$ cat config.mk
export PLATFORM = sky130hd
export DESIGN_NAME = ad9361_ctrl_regs
export DESIGN_NICKNAME = d
export VERILOG_FILES = /design/src/rtl/ad9361_ctrl_regs.sv
export SDC_FILE = /design/constraint.sdc
export NUM_CORES = 1
export LEC_CHECK = 0
export BUFFER_PORTS_ARGS = -buffer_cell sky130_fd_sc_hd__buf_2
export CORE_AREA = 2 2 85 108
export DETAILED_ROUTE_END_ITERATION = 8
export DIE_AREA = 0 0 87 110
export PLACE_DENSITY = 0.53
export SYNTH_ARGS = -nofsm -noshare
export SYNTH_HDL_FRONTEND = slang
export SYNTH_SLANG_ARGS = --single-unit
$ cat constraint.sdc
create_clock -name clk -period 3.6 [get_ports clk]
set_clock_uncertainty 0.1 [all_clocks]
set_input_delay 0.36 -clock clk [delete_from_list [all_inputs] [get_ports clk]]
set_output_delay 0.36 -clock clk [all_outputs]
set_load 0.02 [all_outputs]
$ cat src/rtl/ad9361_ctrl_regs.sv
// AD9361 control register bank: drives RESETB/ENABLE/TXNRX/EN_AGC/CTRL_IN with a
// self-timed reset pulse and a guarded TX/RX switch sequence, plus registered readback.
module ad9361_ctrl_regs #(
    parameter logic [17:0] BASE          = 18'h0,
    parameter int unsigned RF_CTRL_W     = 4,
    parameter int unsigned RST_PULSE_CYC = 16,
    parameter int unsigned GUARD_CYC     = 8,
    parameter int unsigned CNT_W         = 16
) (
    input  logic                 clk,
    input  logic                 rst,
    input  logic                 en,
    input  logic                 wen,
    input  logic [17:0]          addr,
    input  logic [31:0]          din,
    output logic [31:0]          dout,
    output logic                 ad9361_rstb,
    output logic                 ad9361_en,
    output logic                 ad9361_tx_rx,
    output logic                 ad9361_en_agc,
    output logic [RF_CTRL_W-1:0] rf_ctrl_in
);

    typedef enum logic [1:0] {
        RUN,
        DROP,
        SWAP,
        RESTORE
    } state_t;

    localparam logic [17:0] A_RST    = BASE + 18'h100;
    localparam logic [17:0] A_EN     = BASE + 18'h110;
    localparam logic [17:0] A_TXRX   = BASE + 18'h120;
    localparam logic [17:0] A_AGC    = BASE + 18'h130;
    localparam logic [17:0] A_RF     = BASE + 18'h140;
    localparam logic [17:0] A_STATUS = BASE + 18'h150;

    localparam logic [CNT_W-1:0] ONE        = CNT_W'(1);
    localparam logic [CNT_W-1:0] RST_LOAD   = CNT_W'(RST_PULSE_CYC);
    localparam logic [CNT_W-1:0] GUARD_LOAD = CNT_W'(GUARD_CYC);

    logic                 wr_en, rd_en, wr_rst;
    logic                 rst_hold, rst_busy, sw_busy, txrx_mismatch, guard_done;
    logic [CNT_W-1:0]     rst_cnt_q, rst_cnt_d;
    logic [CNT_W-1:0]     gcnt_q, gcnt_d;
    state_t               state_q, state_d;
    logic                 en_req_q, en_req_d;
    logic                 txrx_req_q, txrx_req_d;
    logic                 en_q, en_d;
    logic                 txrx_q, txrx_d;
    logic                 agc_q, agc_d;
    logic                 rstb_q, rstb_d;
    logic [RF_CTRL_W-1:0] rf_q, rf_d;
    logic [31:0]          dout_q, dout_d, rdata;
    logic                 unused_din;

    assign unused_din = ^din;

    assign wr_en  = en & wen;
    assign rd_en  = en & ~wen;
    assign wr_rst = wr_en && (addr == A_RST) && din[0];

    // Reset pulse counter; a write while busy reloads and so extends the pulse.
    always_comb begin
        rst_cnt_d = rst_cnt_q;
        if (wr_rst) begin
            rst_cnt_d = RST_LOAD;
        end else if (rst_cnt_q != '0) begin
            rst_cnt_d = rst_cnt_q - ONE;
        end
    end

    // Hold uses the next count so ENABLE drops in the same cycle RESETB falls.
    assign rst_hold      = (rst_cnt_d != '0);
    assign rst_busy      = (rst_cnt_q != '0);
    assign rstb_d        = ~rst_hold;
    assign sw_busy       = (state_q != RUN);
    assign txrx_mismatch = (txrx_req_q != txrx_q);
    assign guard_done    = (gcnt_q <= ONE);

    always_comb begin
        en_req_d   = en_req_q;
        txrx_req_d = txrx_req_q;
        agc_d      = agc_q;
        rf_d       = rf_q;
        if (wr_en) begin
            case (addr)
                A_EN:    en_req_d   = din[0];
                A_TXRX:  txrx_req_d = din[0];
                A_AGC:   agc_d      = din[0];
                A_RF:    rf_d       = din[RF_CTRL_W-1:0];
                default: ;
            endcase
        end
    end

    always_comb begin
        state_d = state_q;
        if (rst_hold) begin
            state_d = RUN;
        end else begin
            case (state_q)
                RUN:     if (txrx_mismatch && en_q) state_d = DROP;
                DROP:    if (guard_done) state_d = SWAP;
                SWAP:    if (guard_done) state_d = RESTORE;
                RESTORE: state_d = RUN;
                default: state_d = RUN;
            endcase
        end
    end

    always_comb begin
        en_d   = en_q;
        txrx_d = txrx_q;
        gcnt_d = gcnt_q;
        if (rst_hold) begin
            en_d   = 1'b0;
            txrx_d = txrx_req_q;
            gcnt_d = '0;
        end else begin
            case (state_q)
                RUN: begin
                    en_d = en_req_q;
                    if (txrx_mismatch) begin
                        if (en_q) begin
                            en_d   = 1'b0;
                            gcnt_d = GUARD_LOAD;
                        end else begin
                            txrx_d = txrx_req_q;
                        end
                    end
                end
                DROP: begin
                    // Commit to the direction that started the sequence; later
                    // requests are picked up by RUN once the sequence finishes.
                    if (guard_done) begin
                        txrx_d = ~txrx_q;
                        gcnt_d = GUARD_LOAD;
                    end else begin
                        gcnt_d = gcnt_q - ONE;
                    end
                end
                SWAP: begin
                    if (guard_done) gcnt_d = '0;
                    else            gcnt_d = gcnt_q - ONE;
                end
                RESTORE: en_d = en_req_q;
                default: ;
            endcase
        end
    end

    always_comb begin
        rdata = '0;
        case (addr)
            A_RST:    rdata = {31'b0, rst_busy};
            A_EN:     rdata = {31'b0, en_req_q};
            A_TXRX:   rdata = {31'b0, txrx_req_q};
            A_AGC:    rdata = {31'b0, agc_q};
            A_RF:     rdata = 32'(rf_q);
            A_STATUS: rdata = {28'b0, txrx_q, en_q, sw_busy, rst_busy};
            default:  rdata = '0;
        endcase
    end

    assign dout_d = rd_en ? rdata : dout_q;

    always_ff @(posedge clk) begin
        if (rst) state_q <= RUN;
        else     state_q <= state_d;
    end

    always_ff @(posedge clk) begin
        if (rst) begin
            rst_cnt_q  <= '0;
            gcnt_q     <= '0;
            en_req_q   <= 1'b0;
            txrx_req_q <= 1'b0;
            en_q       <= 1'b0;
            txrx_q     <= 1'b0;
            agc_q      <= 1'b0;
            rstb_q     <= 1'b1;
            rf_q       <= '0;
            dout_q     <= '0;
        end else begin
            rst_cnt_q  <= rst_cnt_d;
            gcnt_q     <= gcnt_d;
            en_req_q   <= en_req_d;
            txrx_req_q <= txrx_req_d;
            en_q       <= en_d;
            txrx_q     <= txrx_d;
            agc_q      <= agc_d;
            rstb_q     <= rstb_d;
            rf_q       <= rf_d;
            dout_q     <= dout_d;
        end
    end

    assign dout          = dout_q;
    assign ad9361_rstb   = rstb_q;
    assign ad9361_en     = en_q;
    assign ad9361_tx_rx  = txrx_q;
    assign ad9361_en_agc = agc_q;
    assign rf_ctrl_in    = rf_q;

endmodule
==> results of run 1 <==
## flip-flops by register name (all words and copies together) (netlist names)
| signal | count |
|---|---|
| dout | 4 |
| ad9361_en | 1 |
| ad9361_rstb | 1 |
| rst_cnt_q | 16 |
| rf_ctrl_in | 4 |
| ad9361_tx_rx | 1 |
| txrx_req_q | 1 |
| gcnt_q | 16 |
| state_q | 2 |
| en_req_q | 1 |
| ad9361_en_agc | 1 |
## stage by stage
step                power [mW]  utilization [%]
global placement          1.66             36.0
detailed placement        1.67             36.0
global route              2.20             37.2
floorplan                 1.52                -
CTS                       2.07             37.2
finish                    2.04             37.2
## report_power, final
part / switching [mW] / internal (mW) / total [mW]
Sequential: 0.115 / 0.606 / 0.720
Clock: 0.185 / 0.206 / 0.392
Combinational: 0.538 / 0.395 / 0.932
Total: 0.838 / 1.21 / 2.04
## final timing paths
kind                startpoint  slack, ns             to
setup / recovery  rst_cnt_q[0]       0.55      gcnt_q[6]
hold / removal          din[1]       0.18  rf_ctrl_in[1]
setup reg to reg  rst_cnt_q[0]       0.55      gcnt_q[6]
hold reg to reg        dout[0]       0.36        dout[0]
## metal layers
| metal | routed length (µm) | GRT usage (%) | part of all wire (%) | vias to the layer above |
|---|---|---|---|---|
| met4 | 51 | 4.91 | 0.88 | 0 |
| met2 | 3080 | 23.2 | 53 | 39 |
| met5 | 0 | 0 | 0 | - |
| met1 | 2490 | 15.3 | 43 | 1042 |
| met3 | 199 | 2.76 | 3.4 | 5 |
| li1 | - | - | - | 1186 |
## layout make-up
type / instances / share of cell area [%]
Multi-Input combinational cell: 269 / 55.3
Tap cell: 100 / 3.95
Timing Repair Buffer: 37 / 5.84
Inverter: 10 / 1.18
Clock inverter: 2 / 1.11
Clock buffer: 6 / 2.29
Sequential cell: 48 / 30.3
## cells in the mapped netlist (all sizes together)
cell	n
nor2b	2
mux2	3
nand3	10
ha	8
nand2b	3
and4	2
or4	2
o21ai	7
dfxtp	48
o32a	1
or2b	1
xnor2	12
or3b	1
o22ai	2
a21o	1
o31a	1
nor3	12
nand2	23
o211ai	1
conb	1
clkbuf	3
o21a	2
nor4b	2
or3	1
a211oi	2
nand3b	3
nand4b	1
nor4	14
a221oi	1
xor2	9
or2	1
nor2	62
o41ai	1
mux2i	14
a21oi	14
and3	3
and2	3
o2111ai	1
buf	34
nand4	5
a22oi	4
a31oi	1
inv	10
nor3b	2
o31ai	3
## worst register-to-register path: stages (launching register included)
cell	delay (ns)
dfxtp_1	0.35
inv_1	0.08
ha_1	0.21
nor3b_4	0.36
nand2_1	0.20
o41ai_2	0.35
o2111ai_2	0.22
nor4_4	0.38
nand3_2	0.22
a21o_4	0.36
a21oi_1	0.15
## cell families (layout without fill, tap and decap cells)
group / count (synthesis) / in the layout / synth area share [%]
and+or+nand+nor: 153 / 153 / 30.6
DFF: 48 / 48 / 33.0
buffers and inverters: 47 / 55 / 10.4
AOI/OAI and AO/OA: 42 / 42 / 10.3
xor gates and xnor gates: 21 / 21 / 6.31
muxes: 17 / 17 / 5.97
adders and majority gates: 8 / 8 / 3.43
other: 1 / 28 / 0.129
## placed cells by master, fill, tap and decap left out, drive strengths merged, types with 7 or more instances in the layout
master	count
nor2	62
dfxtp	48
a21oi	14
xor2	9
nor4	14
nand2	23
ha	8
buf	37
conb	28
o21ai	7
xnor2	12
nand3	10
nor3	12
mux2i	14
inv	10
==> flow_summary.json, run 1 <==
{
  "critPathMaxFanout": 14,
  "clock_path_buffers": 2,
  "vdd_drop_max_uv": 239,
  "regArea_um2": 961,
  "vias": 2272,
  "crit_cells": 10,
  "fillers": 890,
  "grt_pass1_wl_um": 10100,
  "drt_pre_antenna_iters": 4,
  "ys_types": 59,
  "status": "complete, no violations",
  "cp.buffers_inverters": 1,
  "worstSetupStartpointType": "register",
  "critPathCaptureType": "register",
  "die-width_um": 87,
  "maxSlewViolCount": 0,
  "cts_buffers": 5,
  "fin_crit_ns": 3.05,
  "area_growth_pct": 8.71,
  "critPathSlowestCell": "nor4_4",
  "synthCells": 337,
  "rr_worst_depth": 10,
  "ys_ff_latch": 48,
  "insertion_delay_ns": 0.31,
  "die_area_mm2": 0.00957,
  "setup_ws_ns": 0.554,
  "ant_nets": 0,
  "num_rows": 38,
  "setup_viol": 0,
  "nets": 433,
  "clkTransAtPathRegs_ns": 0.09,
  "path_class": "register to register",
  "hp-class": "primary input to register",
  "grt_overflow_total": 0,
  "post-dp-hpwl_um": 4430,
  "slowest_delay_ns": 0.38,
  "critical_path_arrival_ns": 3.19,
  "finalHoldViolations": 0,
  "seq_area_frac_synth_pct": 33.0,
  "antenna_found_initial": 0,
  "drcViolationCount": 0,
  "wire_per_inst_um": 12.3,
  "core_area_mm2": 0.00851,
  "multi_input_area_mm2": 0.00175,
  "initial_core_util_pct": 34.3,
  "postCtsHoldBufs": 0,
  "io_buffers": 37,
  "dp_slack_ns": 0.557,
  "die_h_um": 110,
  "tritoncts": "built",
  "syn_area_mm2": 0.00292,
  "final_area_mm2": 0.00317,
  "avgSynthCellArea_um2": 8.65,
  "cts_setup_buffers": 0,
  "setup_tns_ns": 0,
  "slew_headroom_pct": 61.6,
  "yosysWarningCount": 0,
  "placed_cells": 464,
  "hold_depth": 3,
  "p_leak_nw": 1.25,
  "clockRootBuffer": "clkbuf_8",
  "dpl-instance-area_mm2": 0.00306,
  "hold_slack_ns": 0.182,
  "drt_iter0_drc": 145,
  "synth_largest_area_cell": "dfxtp_1",
  "synth_area_leaders": "dfxtp_1, buf_4, nor2_1, mux2i_1, nor2_4",
  "ctsResizeCount": 0,
  "layoutNonFillerInstCount": 472,
  "drt-total-wl_um": 5820,
  "place_congestion": 0.807,
  "tightest_slew_ns": 0.570,
  "numClockSinks": 48,
  "grt_pass1_vias": 2241,
  "crit_family": "simple AND/OR/NAND/NOR gates",
  "htreeDepth": 2,
  "n_antenna_cell": 0,
  "required_ns": 3.74,
  "maxCapViolations": 0,
  "timing.fmax_mhz": 328,
  "synth_top_area_share_pct": 33.0,
  "grt_use_total_pct": 13.1,
  "drive_gt1_share_pct": 19.6,
  "viasPerCell": 4.81,
  "num_io_pins": 94,
  "p_per_area_mw_per_mm2": 645,
  "path_cells": "inv_1 > ha_1 > nor3b_4 > nand2_1 > o41ai_2 > o2111ai_2 > nor4_4 > nand3_2 > a21o_4 > a21oi_1",
  "timing.final.crit_share_pct": 84.6,
  "rsz0062_at_grt": "false",
  "grt_max_degree": 17
}
Note: power is estimated with default switching activity, not from simulation.
==> run 2: changes to the inputs <==
--- a/config.mk
+++ b/config.mk
@@ -9,7 +9,7 @@
 export CORE_AREA = 2 2 85 108
 export DETAILED_ROUTE_END_ITERATION = 8
 export DIE_AREA = 0 0 87 110
-export PLACE_DENSITY = 0.53
+export PLACE_DENSITY = 0.56
 export SYNTH_ARGS = -nofsm -noshare
 export SYNTH_HDL_FRONTEND = slang
 export SYNTH_SLANG_ARGS = --single-unit
==> constraint.sdc (replaced) <==
create_clock -name clk -period 2.66 [get_ports clk]
set_clock_uncertainty 0.1 [all_clocks]
set_input_delay 0.266 -clock clk [delete_from_list [all_inputs] [get_ports clk]]
set_output_delay 0.266 -clock clk [all_outputs]
set_load 0.02 [all_outputs]
==> flow_summary.json, run 2 (same netlist as run 1, synthesis figures left out) <==
{
  "num_rows": 38,
  "layout_commonest_cell": "nor2_1",
  "p_per_area_mw_per_mm2": 938,
  "hold_slack_ns": 0.0987,
  "core_area_mm2": 0.00851,
  "critPathMaxFanout": 4,
  "setup_tns_ns": 0,
  "initial_core_util_pct": 34.3,
  "grt_pass1_wl_um": 9950,
  "place_congestion": 0.801,
  "maxCapViolations": 0,
  "cts_buffers": 5,
  "htreeDepth": 2,
  "drt-total-wl_um": 6120,
  "slew_headroom_pct": 64.6,
  "maxSlewViolCount": 0,
  "num_io_pins": 94,
  "insertion_delay_ns": 0.30,
  "antenna_found_initial": 0,
  "critical_path_arrival_ns": 2.71,
  "grt_max_degree": 17,
  "drt_iter0_drc": 107,
  "top_regs": "gcnt_q: 16 flops, rst_cnt_q: 16 flops",
  "io_buffers": 37,
  "setup_viol": 0,
  "clock_path_buffers": 2,
  "final_cell_mix": "nor2_1, dfxtp_1, buf_2",
  "grt_pass1_vias": 2216,
  "die_area_mm2": 0.00957,
  "drt_pre_antenna_iters": 4,
  "vdd_drop_max_uv": 435,
  "die-width_um": 87,
  "tightest_slew_ns": 0.524,
  "multi_input_area_mm2": 0.00181,
  "p_leak_nw": 1.39,
  "path_class": "register to register",
  "hp-class": "primary input to register",
  "total_power_mw": 3.22,
  "rsz0062_at_grt": "true",
  "vias": 2405,
  "regArea_um2": 963,
  "drive_gt1_share_pct": 27.3,
  "clkTransAtPathRegs_ns": 0.09,
  "ant_nets": 0,
  "required_ns": 2.79,
  "n_antenna_cell": 0,
  "fillers": 871,
  "viasPerCell": 4.85,
  "postCtsHoldBufs": 0,
  "fin_crit_ns": 2.58,
  "critPathCaptureType": "register",
  "post-dp-hpwl_um": 4640,
  "wire_per_inst_um": 12.3,
  "die_h_um": 110,
  "drcViolationCount": 0,
  "area_growth_pct": 17.9,
  "worstSetupStartpointType": "register",
  "grt_overflow_total": 0,
  "timing.final.crit_share_pct": 96.8,
  "tritoncts": "built",
  "finalHoldViolations": 0,
  "status": "complete, no violations",
  "layoutNonFillerInstCount": 496,
  "grt_use_total_pct": 12.8,
  "numClockSinks": 48,
  "nets": 457,
  "clockRootBuffer": "clkbuf_8",
  "timing.fmax_mhz": 388,
  "placed_cells": 481
}
==> run 2: cell count changes in the layout (fill, tap and decap cells not counted), sizes merged <==
cell / change
buf: +24
==> run 2: layout make-up <==
cell class                      instances  area share [%]
Multi-Input combinational cell        269            52.6
Sequential cell                        48            28.0
Timing Repair Buffer                   61            11.1
Tap cell                              100            3.64
Clock buffer                            6            2.40
Clock inverter                          2            1.13
Inverter                               10            1.09
==> run 2: report_power, final <==
group	switching [mW]	internal, mW	leakage, nW
clock	0.258	0.308	0.0614
sequential	0.148	0.823	0.390
combinational	0.874	0.814	0.936
total	1.28	1.94	1.39
==> run 2: final timing paths <==
path / start / to / slack (ns) / depth (start not counted)
worst min register to register: dout[0] / dout[0] / 0.36 / 2
worst min-delay path: din[3] / rf_ctrl_in[3] / 0.1 / 3
worst max-delay path: rst_cnt_q[1] / ad9361_tx_rx / 0.08 / 11
worst max register to register: rst_cnt_q[1] / ad9361_tx_rx / 0.08 / 11
==> run 2: through the flow <==
step	area [µm²]	setup WS, ns	util, %
2_1_floorplan	3020	0.0506	-
3_3_place_gp	3200	0.00220	37.6
3_5_place_dp	3200	-0.0299	37.6
4_1_cts	3330	0.0108	39.1
5_1_grt	3440	-0.0674	40.4
6_report	3440	0.0849	40.4
==> run 2: metal layers <==
layer  track usage [%]  wire length [µm]  vias to the layer above
met1              15.2              2720                     1134
met4              3.01                46                        0
met2              23.9              3170                       35
met3              1.86               175                        4
met5                 0                 0                        -
li1                  -                 -                     1232
==> run 2: repair_timing <==
| action | CTS | global route |
|---|---|---|
| buffers inserted | 1 | 7 |
| pin swaps | 0 | 8 |
| hold endpoints to repair | 0 | 0 |
| resized for setup | 0 | 15 |
| endpoints found under the setup margin | 2 | 17 |
==> run 2: worst max-delay path, cell delays in order (launching register included) <==
cell and delay [ns]:
dfxtp_2 0.33, inv_2 0.07, ha_4 0.13, nor3b_4 0.26, nand2_1 0.16, buf_4 0.17
nor2_1 0.11, mux2i_1 0.29, and4_4 0.28, nand3_2 0.08, or3b_1 0.39, a31oi_1 0.13
